[config.mk]
export PLATFORM = sky130hd
export DESIGN_NAME = dm_hart_status
export DESIGN_NICKNAME = d
export VERILOG_FILES = /design/src/rtl/dm_hart_status.sv
export SDC_FILE = /design/constraint.sdc
export NUM_CORES = 1
export LEC_CHECK = 0
export BUFFER_PORTS_ARGS = -buffer_cell sky130_fd_sc_hd__buf_2
export CAP_MARGIN = 20
export CORE_MARGIN = 4
export CORE_UTILIZATION = 41
export DETAILED_ROUTE_END_ITERATION = 10
export HOLD_SLACK_MARGIN = 0.02
export PLACE_DENSITY = 0.88
export SLEW_MARGIN = 0
export SYNTH_ARGS = -nofsm -noshare
export SYNTH_HDL_FRONTEND = slang
export SYNTH_SLANG_ARGS = --single-unit
[constraint.sdc]
create_clock -name clk_i -period 1.45 [get_ports clk_i]
set_clock_uncertainty 0.05 [all_clocks]
set_input_delay 0.145 -clock clk_i [delete_from_list [all_inputs] [get_ports clk_i]]
set_output_delay 0.145 -clock clk_i [all_outputs]
set_load 0.02 [all_outputs]
[src/rtl/dm_hart_status.sv]
// Per-hart run-control bookkeeping for the debug module: haltreq, resume-pending,
// halted, resumeack and havereset per hart, plus dmstatus any/all summaries.

module dm_hart_status_lane (
    input  logic clk_i,
    input  logic rst_ni,
    input  logic ndmreset_i,
    input  logic dmactive_i,
    input  logic wr_i,
    input  logic haltreq_wdata_i,
    input  logic resumereq_wdata_i,
    input  logic ackhavereset_wdata_i,
    input  logic halted_ev_i,
    input  logic resuming_ev_i,
    output logic haltreq_o,
    output logic resumereq_o,
    output logic halted_o,
    output logic resumeack_o,
    output logic havereset_o
);
    logic haltreq_q, haltreq_d;
    logic resumereq_q, resumereq_d;
    logic halted_q, halted_d;
    logic resumeack_q, resumeack_d;
    logic havereset_q, havereset_d;

    always_comb begin
        haltreq_d   = haltreq_q;
        resumereq_d = resumereq_q;
        halted_d    = halted_q;
        resumeack_d = resumeack_q;
        havereset_d = havereset_q;
        if (ndmreset_i) begin
            // haltreq survives so the hart halts straight out of reset
            halted_d    = 1'b0;
            resumereq_d = 1'b0;
            resumeack_d = 1'b0;
            havereset_d = 1'b1;
        end else if (!dmactive_i) begin
            haltreq_d   = 1'b0;
            resumereq_d = 1'b0;
            resumeack_d = 1'b0;
        end else begin
            if (wr_i) begin
                haltreq_d = haltreq_wdata_i;
                if (ackhavereset_wdata_i) havereset_d = 1'b0;
            end
            if (resuming_ev_i) begin
                halted_d    = 1'b0;
                resumereq_d = 1'b0;
                resumeack_d = 1'b1;
            end else if (halted_ev_i) begin
                halted_d = 1'b1;
            end else if (wr_i && resumereq_wdata_i && !haltreq_wdata_i && halted_q) begin
                resumereq_d = 1'b1;
                resumeack_d = 1'b0;
            end
        end
    end

    always_ff @(posedge clk_i) begin
        if (!rst_ni) begin
            haltreq_q   <= 1'b0;
            resumereq_q <= 1'b0;
            halted_q    <= 1'b0;
            resumeack_q <= 1'b0;
            havereset_q <= 1'b1;
        end else begin
            haltreq_q   <= haltreq_d;
            resumereq_q <= resumereq_d;
            halted_q    <= halted_d;
            resumeack_q <= resumeack_d;
            havereset_q <= havereset_d;
        end
    end

    assign haltreq_o   = haltreq_q;
    assign resumereq_o = resumereq_q;
    assign halted_o    = halted_q;
    assign resumeack_o = resumeack_q;
    assign havereset_o = havereset_q;
endmodule

module dm_hart_status #(
    parameter int                  NrHarts         = 4,
    parameter logic [NrHarts-1:0]  SelectableHarts = {NrHarts{1'b1}},
    parameter int                  HartIdBits      = (NrHarts > 1) ? $clog2(NrHarts) : 1
) (
    input  logic                  clk_i,
    input  logic                  rst_ni,
    input  logic                  dmactive_i,
    input  logic                  ndmreset_i,
    input  logic [NrHarts-1:0]    unavailable_i,
    input  logic [19:0]           hartsel_i,
    input  logic                  hasel_i,
    input  logic [NrHarts-1:0]    hawindow_i,
    input  logic                  dmcontrol_we_i,
    input  logic                  haltreq_wdata_i,
    input  logic                  resumereq_wdata_i,
    input  logic                  ackhavereset_wdata_i,
    input  logic                  halted_valid_i,
    input  logic [HartIdBits-1:0] halted_id_i,
    input  logic                  resuming_valid_i,
    input  logic [HartIdBits-1:0] resuming_id_i,
    output logic [NrHarts-1:0]    haltreq_o,
    output logic [NrHarts-1:0]    resumereq_o,
    output logic [NrHarts-1:0]    halted_o,
    output logic [NrHarts-1:0]    resumeack_o,
    output logic [NrHarts-1:0]    havereset_o,
    output logic [NrHarts-1:0]    sel_o,
    output logic [11:0]           status_o
);
    localparam logic [19:0] NrHartsW = 20'(NrHarts);

    logic [NrHarts-1:0] onehot;
    logic [NrHarts-1:0] running;
    logic               nonexistent;
    logic               any_sel;

    // Ids that do not match any lane (>= NrHarts) simply decode to nothing.
    for (genvar h = 0; h < NrHarts; h++) begin : g_hart
        assign onehot[h] = (hartsel_i == 20'(h));

        dm_hart_status_lane u_lane (
            .clk_i                (clk_i),
            .rst_ni               (rst_ni),
            .ndmreset_i           (ndmreset_i),
            .dmactive_i           (dmactive_i),
            .wr_i                 (dmcontrol_we_i & sel_o[h]),
            .haltreq_wdata_i      (haltreq_wdata_i),
            .resumereq_wdata_i    (resumereq_wdata_i),
            .ackhavereset_wdata_i (ackhavereset_wdata_i),
            .halted_ev_i          (halted_valid_i && (halted_id_i == HartIdBits'(h))),
            .resuming_ev_i        (resuming_valid_i && (resuming_id_i == HartIdBits'(h))),
            .haltreq_o            (haltreq_o[h]),
            .resumereq_o          (resumereq_o[h]),
            .halted_o             (halted_o[h]),
            .resumeack_o          (resumeack_o[h]),
            .havereset_o          (havereset_o[h])
        );
    end

    assign sel_o       = (onehot | (hasel_i ? hawindow_i : '0)) & SelectableHarts;
    assign nonexistent = (hartsel_i >= NrHartsW);
    assign any_sel     = |sel_o;
    assign running     = ~halted_o & ~unavailable_i;

    // all* needs a non-empty selection, otherwise AND over nothing would read as 1
    assign status_o = {
        any_sel & (&(havereset_o   | ~sel_o)), |(havereset_o   & sel_o),
        any_sel & (&(resumeack_o   | ~sel_o)), |(resumeack_o   & sel_o),
        nonexistent & ~any_sel,                nonexistent,
        any_sel & (&(unavailable_i | ~sel_o)), |(unavailable_i & sel_o),
        any_sel & (&(running       | ~sel_o)), |(running       & sel_o),
        any_sel & (&(halted_o      | ~sel_o)), |(halted_o      & sel_o)
    };
endmodule

==> flow_metrics.tcl <==
set metrics [dict create \
    run_status "complete, but fails checks" \
    violations "negative setup slack" \
    place.gp.congestion 0.868 \
    p_leak_nw 1.29 \
    syn_nets 232 \
    dpl_cell_area_um2 2120 \
    row_count 21 \
    timing.final.crit_share 1.33 \
    antenna_cells 0 \
    worstSetupStartpointType "primary input" \
    placed_cells 324 \
    numCtsBuffers 3 \
    reg2reg_to "g_hart[3].u_lane.resumeack_o" \
    grt_pass1_vias 1915 \
    clockBufferDepth 2 \
    fin_cells 339 \
    root_buffer "clkbuf_8" \
    slew_headroom 0.611 \
    clock_latency_ns 0.27 \
    synth.cell_area_um2 1500 \
    synth_ff_type "dfxtp_1" \
    period_minus_slack_ns 1.92 \
    top_usage_layer "met2" \
    synth_cells 189 \
    intPower_w 0.00104 \
    synth_seq_area_share 0.267 \
    fin_nets 337 \
    hpwlAfterDp_um 4130 \
    avgSynthCellArea_um2 7.93 \
    pwr-share-clk 0.295 \
    drv_slew 0 \
    grt_max_degree 12 \
    port_buffers 78 \
    ff2ff_path_depth 5 \
    wirelength_um 6440 \
    crit_type "primary input to primary output" \
    io-pin-count 79 \
    power_density_nw_per_um2 593 \
    cp_slowest_stage_delay_ns 0.51 \
    critPathRequiredTime_ns 1.25 \
    via_per_inst 5.89 \
    tightestPinTransition_ns 0.578 \
    drc_errors 0 \
    drt-pass1-iter-count 5 \
    stdcell_area_um2 2530 \
    grt_pass1_wl_um 8710 \
    finalSetupViolCount 23 \
    critPathLaunch "hartsel_i[12]" \
    ir_drop_uv 476 \
    arrival_ns 1.73 \
    dieHeight_um 68.5 \
    worst_slack_ns -0.474 \
    synth_edf_count 0 \
    syn_to_final_growth_pct 69.1 \
    crit_fanout 6 \
    drt_iter0_drc 228 \
    grt.overflow.total 0 \
    synth_cell_type_count 47 \
    synth-seq-cells 20 \
    ant_nets 0 \
    die_x_um 68.5 \
    grt_util_met1 0.290 \
    max_freq_ghz 0.520 \
    critPathCaptureType "primary output" \
    r2r-start "g_hart[3].u_lane.halted_o" \
    wire_per_inst_um 19.0 \
    grt_usage 0.248 \
    coreArea_um2 3440 \
    cts_max_level 1 \
    gr-usage-met2 0.433 \
    grt_util_met3 0.0427 \
    cp_cell_sequence "buf_6, nor4_4, nand3_4, o41a_4, o22ai_2, and4b_1, buf_6" \
    final-hold-violation-count 0 \
    antenna_found_initial 0 \
    critPathCapture "status_o[9]" \
    p_total_w 0.00150 \
    ff2ff_setup_slack_ns 0.07 \
    drive_gt1_frac 0.584 \
    power_frac_seq 0.373 \
    cts_tree "yes" \
    vias 1998 \
    ys_async_sr_fraction 0 \
    die_area_um2 4690 \
    rsz0062_at_grt "true" \
    clock-sinks 20 \
    p_comb_frac 0.332 \
    power_switching_w 0.000466 \
    maxCapViolations 0 \
    hold_path.class "primary input to flop" \
    swShare 0.310 \
    synth_warnings 0 \
    final_util 0.736 \
    start_util 0.435 \
    path_common_cell "buf_6" \
    clkTransAtPathRegs_ns 0.07 \
    slowest_stage "o41a_4" \
]
==> worst min path at each step <==
| stage | startpoint | end | slack, ns | depth (start not counted) |
|---|---|---|---|---|
| global placement | resuming_id_i[1] | g_hart[2].u_lane.resumeack_o | 0.42 | 3 |
| floorplan | halted_id_i[0] | g_hart[1].u_lane.halted_o | 0.25 | 2 |
| CTS | resuming_id_i[1] | g_hart[2].u_lane.resumeack_o | 0.15 | 3 |
| detailed placement | g_hart[0].u_lane.resumereq_o | g_hart[0].u_lane.resumereq_o | 0.42 | 2 |
| finish | resuming_id_i[1] | g_hart[2].u_lane.resumeack_o | 0.16 | 3 |
| global route | resuming_id_i[1] | g_hart[2].u_lane.resumeack_o | 0.17 | 3 |
==> cells by family after synthesis <==
| kind of cell | after synthesis | share of synthesized area |
|---|---|---|
| compound gates | 51 | 0.273 |
| buf+inv | 37 | 0.149 |
| flops | 20 | 0.267 |
| mux | 2 | 0.0225 |
| simple gates | 79 | 0.288 |
==> power by group through the flow <==
stage               registers, W  clock network (W)  logic (W)
floorplan               0.000571                  0   0.000195
CTS                     0.000559           0.000437   0.000456
global route            0.000560           0.000460   0.000529
detailed placement      0.000572                  0   0.000395
global placement        0.000572                  0   0.000384
finish                  0.000560           0.000443   0.000499
==> registers in the layout, summed over array words and instances, names as in the netlist <==
name and count:
g_hart.u_lane.halted_o 4, g_hart.u_lane.resumeack_o 4, g_hart.u_lane.haltreq_o 4, g_hart.u_lane.resumereq_o 4
g_hart.u_lane.havereset_o 4
==> cells in the mapped netlist (4+ instances only) <==
library cell / number / area, um^2
o31a_2: 4 / 40.0
a32o_1: 4 / 40.0
nor3_1: 6 / 30.0
nand3_1: 8 / 40.0
inv_1: 8 / 30.0
dfxtp_1: 20 / 400
nor2_1: 12 / 45.0
o21ai_0: 9 / 45.0
buf_4: 21 / 158
nand2_1: 31 / 116
o22ai_1: 10 / 62.6
==> metrics by stage <==
step | setup TNS (ns) | setup WS (ns) | hold slack [ns]
after detailed placement | -9.40 | -0.504 | 0.423
after global routing | -8.66 | -0.582 | 0.175
after global placement | -8.34 | -0.426 | 0.417
after CTS | -5.59 | -0.457 | 0.152
after floorplan | -1.71 | -0.181 | 0.251
final | -6.51 | -0.474 | 0.161
==> metal layers <==
layer  vias up  wire length [um]
met2       145              3260
met3        36               636
li1        892                 -
met4         0               268
met5         -                 0
met1       925              2270
==> placed cells by master, fill, tap and decap left out, types with 2 or more instances in the layout <==
| cell type | instances |
|---|---|
| a21oi_1 | 3 |
| a222oi_1 | 2 |
| a22oi_1 | 2 |
| a32o_1 | 4 |
| and3_1 | 3 |
| buf_2 | 58 |
| buf_4 | 37 |
| buf_6 | 30 |
| clkbuf_8 | 4 |
| clkinv_4 | 2 |
| dfxtp_1 | 20 |
| inv_1 | 6 |
| inv_4 | 3 |
| nand2_1 | 26 |
| nand2_2 | 5 |
| nand2b_1 | 2 |
| nand3_1 | 8 |
| nand3b_1 | 2 |
| nor2_1 | 10 |
| nor2_4 | 2 |
| nor2b_1 | 2 |
| nor3_1 | 4 |
| nor4_4 | 4 |
| o211a_1 | 3 |
| o21ai_0 | 7 |
| o221a_2 | 2 |
| o22ai_1 | 7 |
| o22ai_2 | 3 |
| o31a_4 | 3 |
==> critical path, delay by kind of cell <==
family                 cells  cell delay [ns]
AO/OA/AOI/OAI              2             0.67
buffers and inverters      2             0.22
AND/OR/NAND/NOR            3             0.69
==> cell type report <==
type / count / area [um^2]
multi-input cells: 132 / 1050
fillers: 229 / 907
repair buffers: 125 / 906
flip-flops and latches: 20 / 400
inverters: 12 / 62.6
well taps: 46 / 57.6
clock buffers: 4 / 55.1
==> what timing repair did <==
action                     in CTS  in global routing
setup endpoints to repair      24                 28
resized for setup              43                 27
hold buffers                    0                  0
pin swaps                      11                  8
setup buffers                   6                  7
No activity file was read; power rests on OpenSTA's default activity.
